`src/rtl/vga_timing_pattern_gen.sv`:
```
`default_nettype none
// ============================================================================
//  Module      : vga_timing_pattern_gen
//  Description : Raster timing generator (blank, sync, DE, x/y, frame marks)
//                with a four-mode RGB test-pattern source and pixel-clock
//                enable division.
//  Revision    : 1.0 - initial release
// ============================================================================
module vga_timing_pattern_gen #(
  parameter int H_ACTIVE = 640,
  parameter int H_FP     = 16,
  parameter int H_SYNC   = 96,
  parameter int H_BP     = 48,
  parameter int V_ACTIVE = 480,
  parameter int V_FP     = 10,
  parameter int V_SYNC   = 2,
  parameter int V_BP     = 33,
  parameter int HS_POL   = 0,
  parameter int VS_POL   = 0,
  parameter int CE_DIV   = 1,
  parameter int CNT_W    = 11,
  parameter int GRID_SH  = 3
) (
  input  logic             clk,
  input  logic             reset,
  input  logic [1:0]       mode,
  output logic             ce_pix,
  output logic             HBlank,
  output logic             VBlank,
  output logic             HSync,
  output logic             VSync,
  output logic             DE,
  output logic [CNT_W-1:0] x,
  output logic [CNT_W-1:0] y,
  output logic             frame_start,
  output logic [7:0]       frame_cnt,
  output logic [7:0]       vr,
  output logic [7:0]       vg,
  output logic [7:0]       vb
);

  localparam int H_TOTAL = H_ACTIVE + H_FP + H_SYNC + H_BP;
  localparam int V_TOTAL = V_ACTIVE + V_FP + V_SYNC + V_BP;
  localparam int DC_W    = (CE_DIV > 1) ? $clog2(CE_DIV) : 1;

  localparam logic [CNT_W-1:0] H_ACT     = CNT_W'(H_ACTIVE);
  localparam logic [CNT_W-1:0] H_ACT_END = CNT_W'(H_ACTIVE - 1);
  localparam logic [CNT_W-1:0] H_SYNC_ST = CNT_W'(H_ACTIVE + H_FP);
  localparam logic [CNT_W-1:0] H_SYNC_EN = CNT_W'(H_ACTIVE + H_FP + H_SYNC);
  localparam logic [CNT_W-1:0] H_LAST    = CNT_W'(H_TOTAL - 1);
  localparam logic [CNT_W-1:0] V_ACT     = CNT_W'(V_ACTIVE);
  localparam logic [CNT_W-1:0] V_ACT_END = CNT_W'(V_ACTIVE - 1);
  localparam logic [CNT_W-1:0] V_SYNC_ST = CNT_W'(V_ACTIVE + V_FP);
  localparam logic [CNT_W-1:0] V_SYNC_EN = CNT_W'(V_ACTIVE + V_FP + V_SYNC);
  localparam logic [CNT_W-1:0] V_LAST    = CNT_W'(V_TOTAL - 1);
  localparam logic [DC_W-1:0]  DC_LAST   = DC_W'(CE_DIV - 1);
  localparam logic             HS_ON     = (HS_POL != 0);
  localparam logic             VS_ON     = (VS_POL != 0);

  logic [DC_W-1:0]  dc;
  logic [CNT_W-1:0] hc;
  logic [CNT_W-1:0] vc;
  logic [7:0]       fc;
  logic [1:0]       mode_q;
  logic             tick;
  logic             at_origin;
  logic [1:0]       mode_eff;
  logic             h_act;
  logic             v_act;
  logic             hs_act;
  logic             vs_act;
  logic             grid_line;
  logic [2:0]       bar;
  logic [23:0]      rgb_next;

  assign tick = (dc == '0);

  // Pixel colour and window decode for the current counter position
  always_comb begin
    at_origin = (hc == '0) && (vc == '0);
    // A new mode applies from the very first pixel of the frame
    mode_eff  = at_origin ? mode : mode_q;
    h_act     = (hc < H_ACT);
    v_act     = (vc < V_ACT);
    hs_act    = (hc >= H_SYNC_ST) && (hc < H_SYNC_EN);
    vs_act    = (vc >= V_SYNC_ST) && (vc < V_SYNC_EN);
    grid_line = (hc[GRID_SH-1:0] == '0) || (vc[GRID_SH-1:0] == '0) ||
                (hc == H_ACT_END) || (vc == V_ACT_END);
    // Bar boundaries are elaboration-time constants; highest passed bound wins
    bar = 3'd0;
    for (int k = 1; k < 8; k++) begin
      if (hc >= CNT_W'(k * H_ACTIVE / 8)) bar = 3'(k);
    end
    case (mode_eff)
      2'd0: begin
        if (grid_line) rgb_next = 24'hFFFFFF;
        else           rgb_next = {(hc[GRID_SH] ? 8'hFF : 8'h00), 8'h00,
                                   (vc[GRID_SH] ? 8'h00 : 8'hFF)};
      end
      2'd1:    rgb_next = {{8{~bar[1]}}, {8{~bar[2]}}, {8{~bar[0]}}};
      2'd2:    rgb_next = (hc[GRID_SH] ^ vc[GRID_SH]) ? 24'hFFFFFF : 24'h000000;
      default: rgb_next = {hc[7:0], hc[7:0], hc[7:0]};
    endcase
    if (!(h_act && v_act)) rgb_next = 24'h000000;
  end

  // Divider, raster counters and registered video outputs
  always_ff @(posedge clk) begin
    if (reset) begin
      dc          <= '0;
      hc          <= '0;
      vc          <= '0;
      fc          <= 8'd0;
      mode_q      <= 2'd0;
      ce_pix      <= 1'b0;
      HBlank      <= 1'b0;
      VBlank      <= 1'b0;
      HSync       <= ~HS_ON;
      VSync       <= ~VS_ON;
      DE          <= 1'b0;
      x           <= '0;
      y           <= '0;
      frame_start <= 1'b0;
      frame_cnt   <= 8'd0;
      vr          <= 8'd0;
      vg          <= 8'd0;
      vb          <= 8'd0;
    end else begin
      dc          <= (dc == DC_LAST) ? '0 : dc + 1'b1;
      ce_pix      <= tick;
      frame_start <= tick && at_origin;
      if (tick) begin
        HBlank       <= ~h_act;
        VBlank       <= ~v_act;
        HSync        <= hs_act ? HS_ON : ~HS_ON;
        VSync        <= vs_act ? VS_ON : ~VS_ON;
        DE           <= h_act && v_act;
        x            <= hc;
        y            <= vc;
        frame_cnt    <= fc;
        {vr, vg, vb} <= rgb_next;
        if (at_origin) mode_q <= mode;
        if (hc == H_LAST) begin
          hc <= '0;
          if (vc == V_LAST) begin
            vc <= '0;
            fc <= fc + 8'd1;
          end else begin
            vc <= vc + 1'b1;
          end
        end else begin
          hc <= hc + 1'b1;
        end
      end
    end
  end

endmodule
`default_nettype wire
```
`config.mk`:
```
export PLATFORM = sky130hd
export DESIGN_NAME = vga_timing_pattern_gen
export DESIGN_NICKNAME = d
export VERILOG_FILES = /design/src/rtl/vga_timing_pattern_gen.sv
export SDC_FILE = /design/constraint.sdc
export NUM_CORES = 1
export LEC_CHECK = 0
export BUFFER_PORTS_ARGS = -buffer_cell sky130_fd_sc_hd__buf_2
export CORE_ASPECT_RATIO = 1.1
export CORE_MARGIN = 2
export CORE_UTILIZATION = 61
export DETAILED_ROUTE_END_ITERATION = 10
export PLACE_DENSITY = 0.87
export SLEW_MARGIN = 20
export SYNTH_ARGS = -nofsm -noshare
export SYNTH_HDL_FRONTEND = slang
export SYNTH_SLANG_ARGS = --single-unit
```
`constraint.sdc`:
```
create_clock -name clk -period 6.1 [get_ports clk]
set_clock_uncertainty 0.1 [all_clocks]
set_input_delay 0.61 -clock clk [delete_from_list [all_inputs] [get_ports clk]]
set_output_delay 0.61 -clock clk [all_outputs]
set_load 0.02 [all_outputs]
```
# ---- Word-level counts from Yosys, hierarchy flattened
# Cells that the tools add are included.
# Widths: inputs -> output; s select.
dict set report totals {
  reg_bits 94
  inputBits 4
}
dict set report op_classes {
  n_addsub 4
  magnitude_cmp 13
  eq_ne 6
  mux 18
  n_bitwise 7
  reduce_logical 16
}
# op n
set op_table {}
lappend op_table {{$mux 24} 3}
lappend op_table {{$pmux 24 s3} 1}
lappend op_table {{$ge 11x9->1 const B} 4}
lappend op_table {{$eq 11x10->1 const B} 3}
lappend op_table {{$add 11x1->11 const B} 2}
lappend op_table {{$ge 11x10->1 const B} 2}
lappend op_table {{$ge 11x8->1 const B} 2}
lappend op_table {{$logic_not 11->1} 2}
lappend op_table {{$lt 11x10->1 const B} 2}
lappend op_table {{$lt 11x9->1 const B} 2}
lappend op_table {{$mux 11} 2}
lappend op_table {{$mux 3} 6}
lappend op_table {{$mux 8} 2}
lappend op_table {{$eq 11x9->1 const B} 1}
lappend op_table {{$ge 11x7->1 const B} 1}
lappend op_table {{$add 8x1->8 const B} 1}
lappend op_table {{$logic_not 3->1} 2}
lappend op_table {{$not 1->1} 6}
lappend op_table {{$logic_and 1x1->1} 5}
lappend op_table {{$logic_or 1x1->1} 3}
lappend op_table {{$mux 1} 3}
lappend op_table {{$reduce_and 3->1} 1}
lappend op_table {{$eq 2x1->1 const B} 1}
lappend op_table {{$eq 2x2->1 const B} 1}
lappend op_table {{other kinds (6)} 6}

# ---- Logic depth before layout (Yosys ltp)
dict set report logic_depth {
  word_depth 11
  depth_mapped 10
  mapped_depth_nobuf 8
}

# ---- Worst setup path after synthesis
# OpenSTA, ideal clock, no wires.
dict set report synth_timing {
  kind {flip-flop to flip-flop}
  from {register hc[0]}
  to {register vc[7]}
  setup_time_ps 70
  arrival_ps 1987
  required_time_ps 5930
  setup_slack_ps 3944
  stages_incl_launch_ff 11
  path_buffers 4
  period_less_slack_ps 2156
  path_cell_list {dfxtp_1 -> ha_1 -> and4b_2 -> clkbuf_2 -> and4_1 -> buf_2 -> nor2b_1 -> buf_6 -> or2_2 -> buf_2 -> a21oi_1}
}
dict set report synth_between {
  elab_chain_cells 2
}
# element line_no
set synth_rtl {}
lappend synth_rtl {{from (decl)} 61} ;# logic [CNT_W-1:0] hc;
lappend synth_rtl {{from (signal assigned)} 152} ;# hc <= hc + 1'b1;
lappend synth_rtl {{$eq 11x10->1} 143} ;# if (hc == H_LAST) begin
lappend synth_rtl {{$reduce_and 2->1 (no line)} --}
lappend synth_rtl {{to (signal assigned)} 149} ;# vc <= vc + 1'b1;
lappend synth_rtl {{to (decl)} 62} ;# logic [CNT_W-1:0] vc;
# Every way passes these cells.
# A chain may end at the register's enable or synchronous reset.

# ---- Final worst setup path
dict set report layout_timing {
  from {register hc[6]}
  to {register vb[1]}
}
dict set report layout_between {
  elab_chain_cells 11
  word_cells_on_any_way 29
  cone_classes {order compare (8); eq/ne (3); mux (11); bitwise (1); reduce/logical (6)}
}
# element line_no
set layout_rtl {}
lappend layout_rtl {{$ge 11x7->1} 92} ;# if (hc >= CNT_W'(k * H_ACTIVE / 8)) bar = 3'(k);
lappend layout_rtl {{$mux 1} 92}
lappend layout_rtl {{$mux 3 (6 in a row)} 92}
lappend layout_rtl {{$not 1->1} 100} ;# 2'd1: rgb_next = {{8{~bar[1]}}, {8{~bar[2]}}, {8{~bar[0]}}};
lappend layout_rtl {{$pmux 24 s3} 94} ;# case (mode_eff)
lappend layout_rtl {{$mux 24 (*)} 104} ;# if (!(h_act && v_act)) rgb_next = 24'h000000;
lappend layout_rtl {{to (signal assigned)} 141} ;# {vr, vg, vb} <= rgb_next;
lappend layout_rtl {{to (decl)} 39} ;# output logic [7:0] vb
# Every way passes the cells marked *; elsewhere a longest branch is shown, timed or not.

==> flow_summary.toml <==
[run_status]
result_of_the_run = "finished, final reports clean"

[placed_design]
dp_slack_ps = 3521
gp_congestion = 0.9408
numPortBuffers = 64
hpwl_um = 6180

[clock_network]
clock_tree.root_cell = "sky130_fd_sc_hd__clkbuf_8"
clk_path_buf_depth = 2
htreeDepth = 3
number_of_buffers_created_by_cts = 9
post_cts_resize_count = 0
worst_skew_pair.late_latency_ps = 360
holdBufCountCts = 0
cts_tree = "built"
path_clk_slew_ps = 90
cts_post_setup_buffers_inserted = 0
clk_sinks = 94

[setup_path]
worstSetupEndpointType = "register"
crit_arrival_ps = 2880
ff_to_ff_setup_slack_ps = 3410
timing.critical_path.required_ps = 6290
critPathTopFamily = "compound AO/OA/AOI/OAI gates"
critical_path.n_buffers_inverters = 0
stage_delay_of_the_slowest_cell_on_the_critical_path_ps = 710
crit_path_start_kind = "register"
timing_worst_setup_path_type = "register to register"
cp_slowest_cell = "sky130_fd_sc_hd__a31oi_2"
path_cells = "nor4_4 -> and4_2 -> nand2_2 -> a31oi_2 -> o21ai_0 -> o21ai_1"
critical_path.max_fanout = 16

[sta]
worst-slew-pin-transition_ps = 847.4
setup_viol = 0
final.min_clock_period_ps = 2689
slew_headroom_pct = 43.51
final_max_slew_viol_count = 0
max_freq_ghz = 0.3718
report.final.hold_viol_count = 0
finalSetupTns_ps = 0
rsz0062_at_grt = "false"
worst_slack_ps = 3411
final_min_period_over_clock_period_pct = 44.09

[floorplanning]
fp.dieArea_mm2 = 0.007570
fp-row-count = 31
dieWidth_um = 83.14
initial_utilization_pct = 63.37
io-pin-count = 65
coreArea_mm2 = 0.006633
die_h_um = 91.06

[cells_and_area]
area_delta_synth_final_pct = 10.72
post_route_cells_drive_above_1_share_pct = 20.36
nFillCells = 536
antenna_cells = 0
finalCoreUtilization_pct = 70.16
design.final.nets = 500

[min_path]
worst_hold_path_type = "register to register"

[global_route]
global_route.usage.total_pct = 25.22
grt_first_pass_wirelength_um = 15520
grt-ovfl-total = 0
grt_antenna_before_repair = 0
largest_net_degree_at_the_start_of_global_routing = 52
first_global_vias = 3213

[drt]
drc_errors = 0
wl_met3_um = 528
avgRoutedWirePerCell_um = 15.80
route.antenna.remaining_nets = 0
route.detailed.vias_per_inst = 5.787
highest_layer_used_for_signal_routing = "met4"
detailedRoute.firstIterationViolations = 193
vias = 3345
wire_length_on_met1_um = 3886
route.met2.wl_um = 4466
drt_pass1_iterations = 4
wl_um = 9132

[power]
total_leakage_power_nw = 2.029
vdd_ir_max_v = 0.0002292
power-per-cell-area_mw_per_mm2 = 266.9

[yosys]
synthesis.area_per_instance_um2 = 9.444
ys_top_cells_by_area = "sky130_fd_sc_hd__dfxtp_1 45%, sky130_fd_sc_hd__mux2i_1 7.6%, sky130_fd_sc_hd__nor2_1 6.3%"
synth.yosys.seq_area_share_pct = 44.78
netlist.top_cell.by_area = "sky130_fd_sc_hd__dfxtp_1"
ys_types = 62
dominantRegCellSynth = "sky130_fd_sc_hd__dfxtp_1"
synthesis.instances = 445
synth-seq-cells = 94
share_of_synthesized_registers_carrying_an_async_set_or_reset_pct = 0
mappedNetlistNets = 454
post-synth-top-area-fraction_pct = 44.78
synthesis.yosys.warnings = 0
synth_enable_flop_cells = 0
netlist_area_pre_place_mm2 = 0.004203

[run]
max_cap_violations = 0
==> worst reg2reg max path: stages (launching register included) <==
cell and delay, ps:
sky130_fd_sc_hd__dfxtp_1 520, sky130_fd_sc_hd__nor4_4 400, sky130_fd_sc_hd__and4_2 330, sky130_fd_sc_hd__nand2_2 110, sky130_fd_sc_hd__a31oi_2 710, sky130_fd_sc_hd__o21ai_0 260
sky130_fd_sc_hd__o21ai_1 180
==> registers in the layout, indices dropped and copies added (netlist names) <==
signal	count
HBlank	1
DE	1
fc	8
ce_pix	1
vr	8
vb	8
VSync	1
y	11
hc	11
VBlank	1
vg	8
mode_q	2
HSync	1
vc	11
frame_start	1
dc	1
frame_cnt	8
x	11
==> routing by layer <==
layer	GRT usage, %	vias to the layer above
li1	-	1642
met1	31.51	1559
met2	41.33	116
met3	5.636	28
met4	11.89	0
met5	0	-
==> through the flow <==
step	hold slack, ps	std cells	total power, mW	instance area, um^2
floorplan	378.4	445	0.7581	4203
global placement	331.4	562	0.7904	4420
detailed placement	341.7	562	0.7942	4420
CTS	357.2	578	1.248	4653
global route	387.9	578	1.288	4653
finish	354.9	578	1.242	4653
==> area by class of cell <==
| type | count | area, um^2 | share of cell area [%] |
|---|---|---|---|
| flip-flops and latches | 94 | 1883 | 40.47 |
| well taps | 82 | 102.6 | 2.205 |
| multi-input cells | 309 | 2058 | 44.23 |
| clock inverters | 5 | 81.33 | 1.748 |
| repair buffers | 66 | 335.3 | 7.206 |
| clock buffers | 11 | 151.4 | 3.254 |
| inverters | 11 | 41.29 | 0.8873 |
==> power by group <==
part	internal, mW	switching (mW)	total [mW]
sequential	0.636	0.0137	0.650
clock	0.253	0.209	0.462
combinational	0.0475	0.0829	0.130
==> synthesized netlist by cell type, types with 9 or more instances <==
cell type / number
sky130_fd_sc_hd__o21a_1: 9
sky130_fd_sc_hd__dfxtp_1: 94
sky130_fd_sc_hd__mux2i_1: 32
sky130_fd_sc_hd__xnor2_1: 11
sky130_fd_sc_hd__xor2_1: 15
sky130_fd_sc_hd__nand3_1: 12
sky130_fd_sc_hd__a21oi_1: 10
sky130_fd_sc_hd__o21ai_0: 17
sky130_fd_sc_hd__nor2_1: 70
sky130_fd_sc_hd__a22o_1: 16
sky130_fd_sc_hd__inv_1: 11
sky130_fd_sc_hd__nand2_1: 24
==> kinds of logic after synthesis <==
logic type / synth area share (%)
XOR/XNOR: 5.418
other: 0.08923
AO/OA/AOI/OAI: 13.25
multiplexers: 7.621
flip-flops: 44.78
AND/OR/NAND/NOR: 20.63
buffers and inverters: 6.252
adder cells (fa/ha/maj): 1.965
==> placed cells by master, fill, tap and decap left out, types with 9 or more instances in the layout <==
master and count:
sky130_fd_sc_hd__a21oi_1 10, sky130_fd_sc_hd__a22o_1 16, sky130_fd_sc_hd__buf_2 64, sky130_fd_sc_hd__clkbuf_8 11
sky130_fd_sc_hd__dfxtp_1 93, sky130_fd_sc_hd__inv_1 11, sky130_fd_sc_hd__mux2i_1 32, sky130_fd_sc_hd__nand2_1 24
sky130_fd_sc_hd__nand3_1 12, sky130_fd_sc_hd__nor2_1 70, sky130_fd_sc_hd__o21a_1 9, sky130_fd_sc_hd__o21ai_0 17
sky130_fd_sc_hd__xnor2_1 11, sky130_fd_sc_hd__xor2_1 15
==> final timing paths <==
kind	depth (start not counted)	endpoint	from
setup / recovery	6	vb[1]$_SDFFE_PP0N_	hc[6]$_SDFFE_PP0N_
hold / removal	2	vb[3]$_SDFFE_PP0N_	vb[3]$_SDFFE_PP0N_
setup reg to reg	6	vb[1]$_SDFFE_PP0N_	hc[6]$_SDFFE_PP0N_
hold reg to reg	2	vb[3]$_SDFFE_PP0N_	vb[3]$_SDFFE_PP0N_
(Power assumes the default switching activity.)
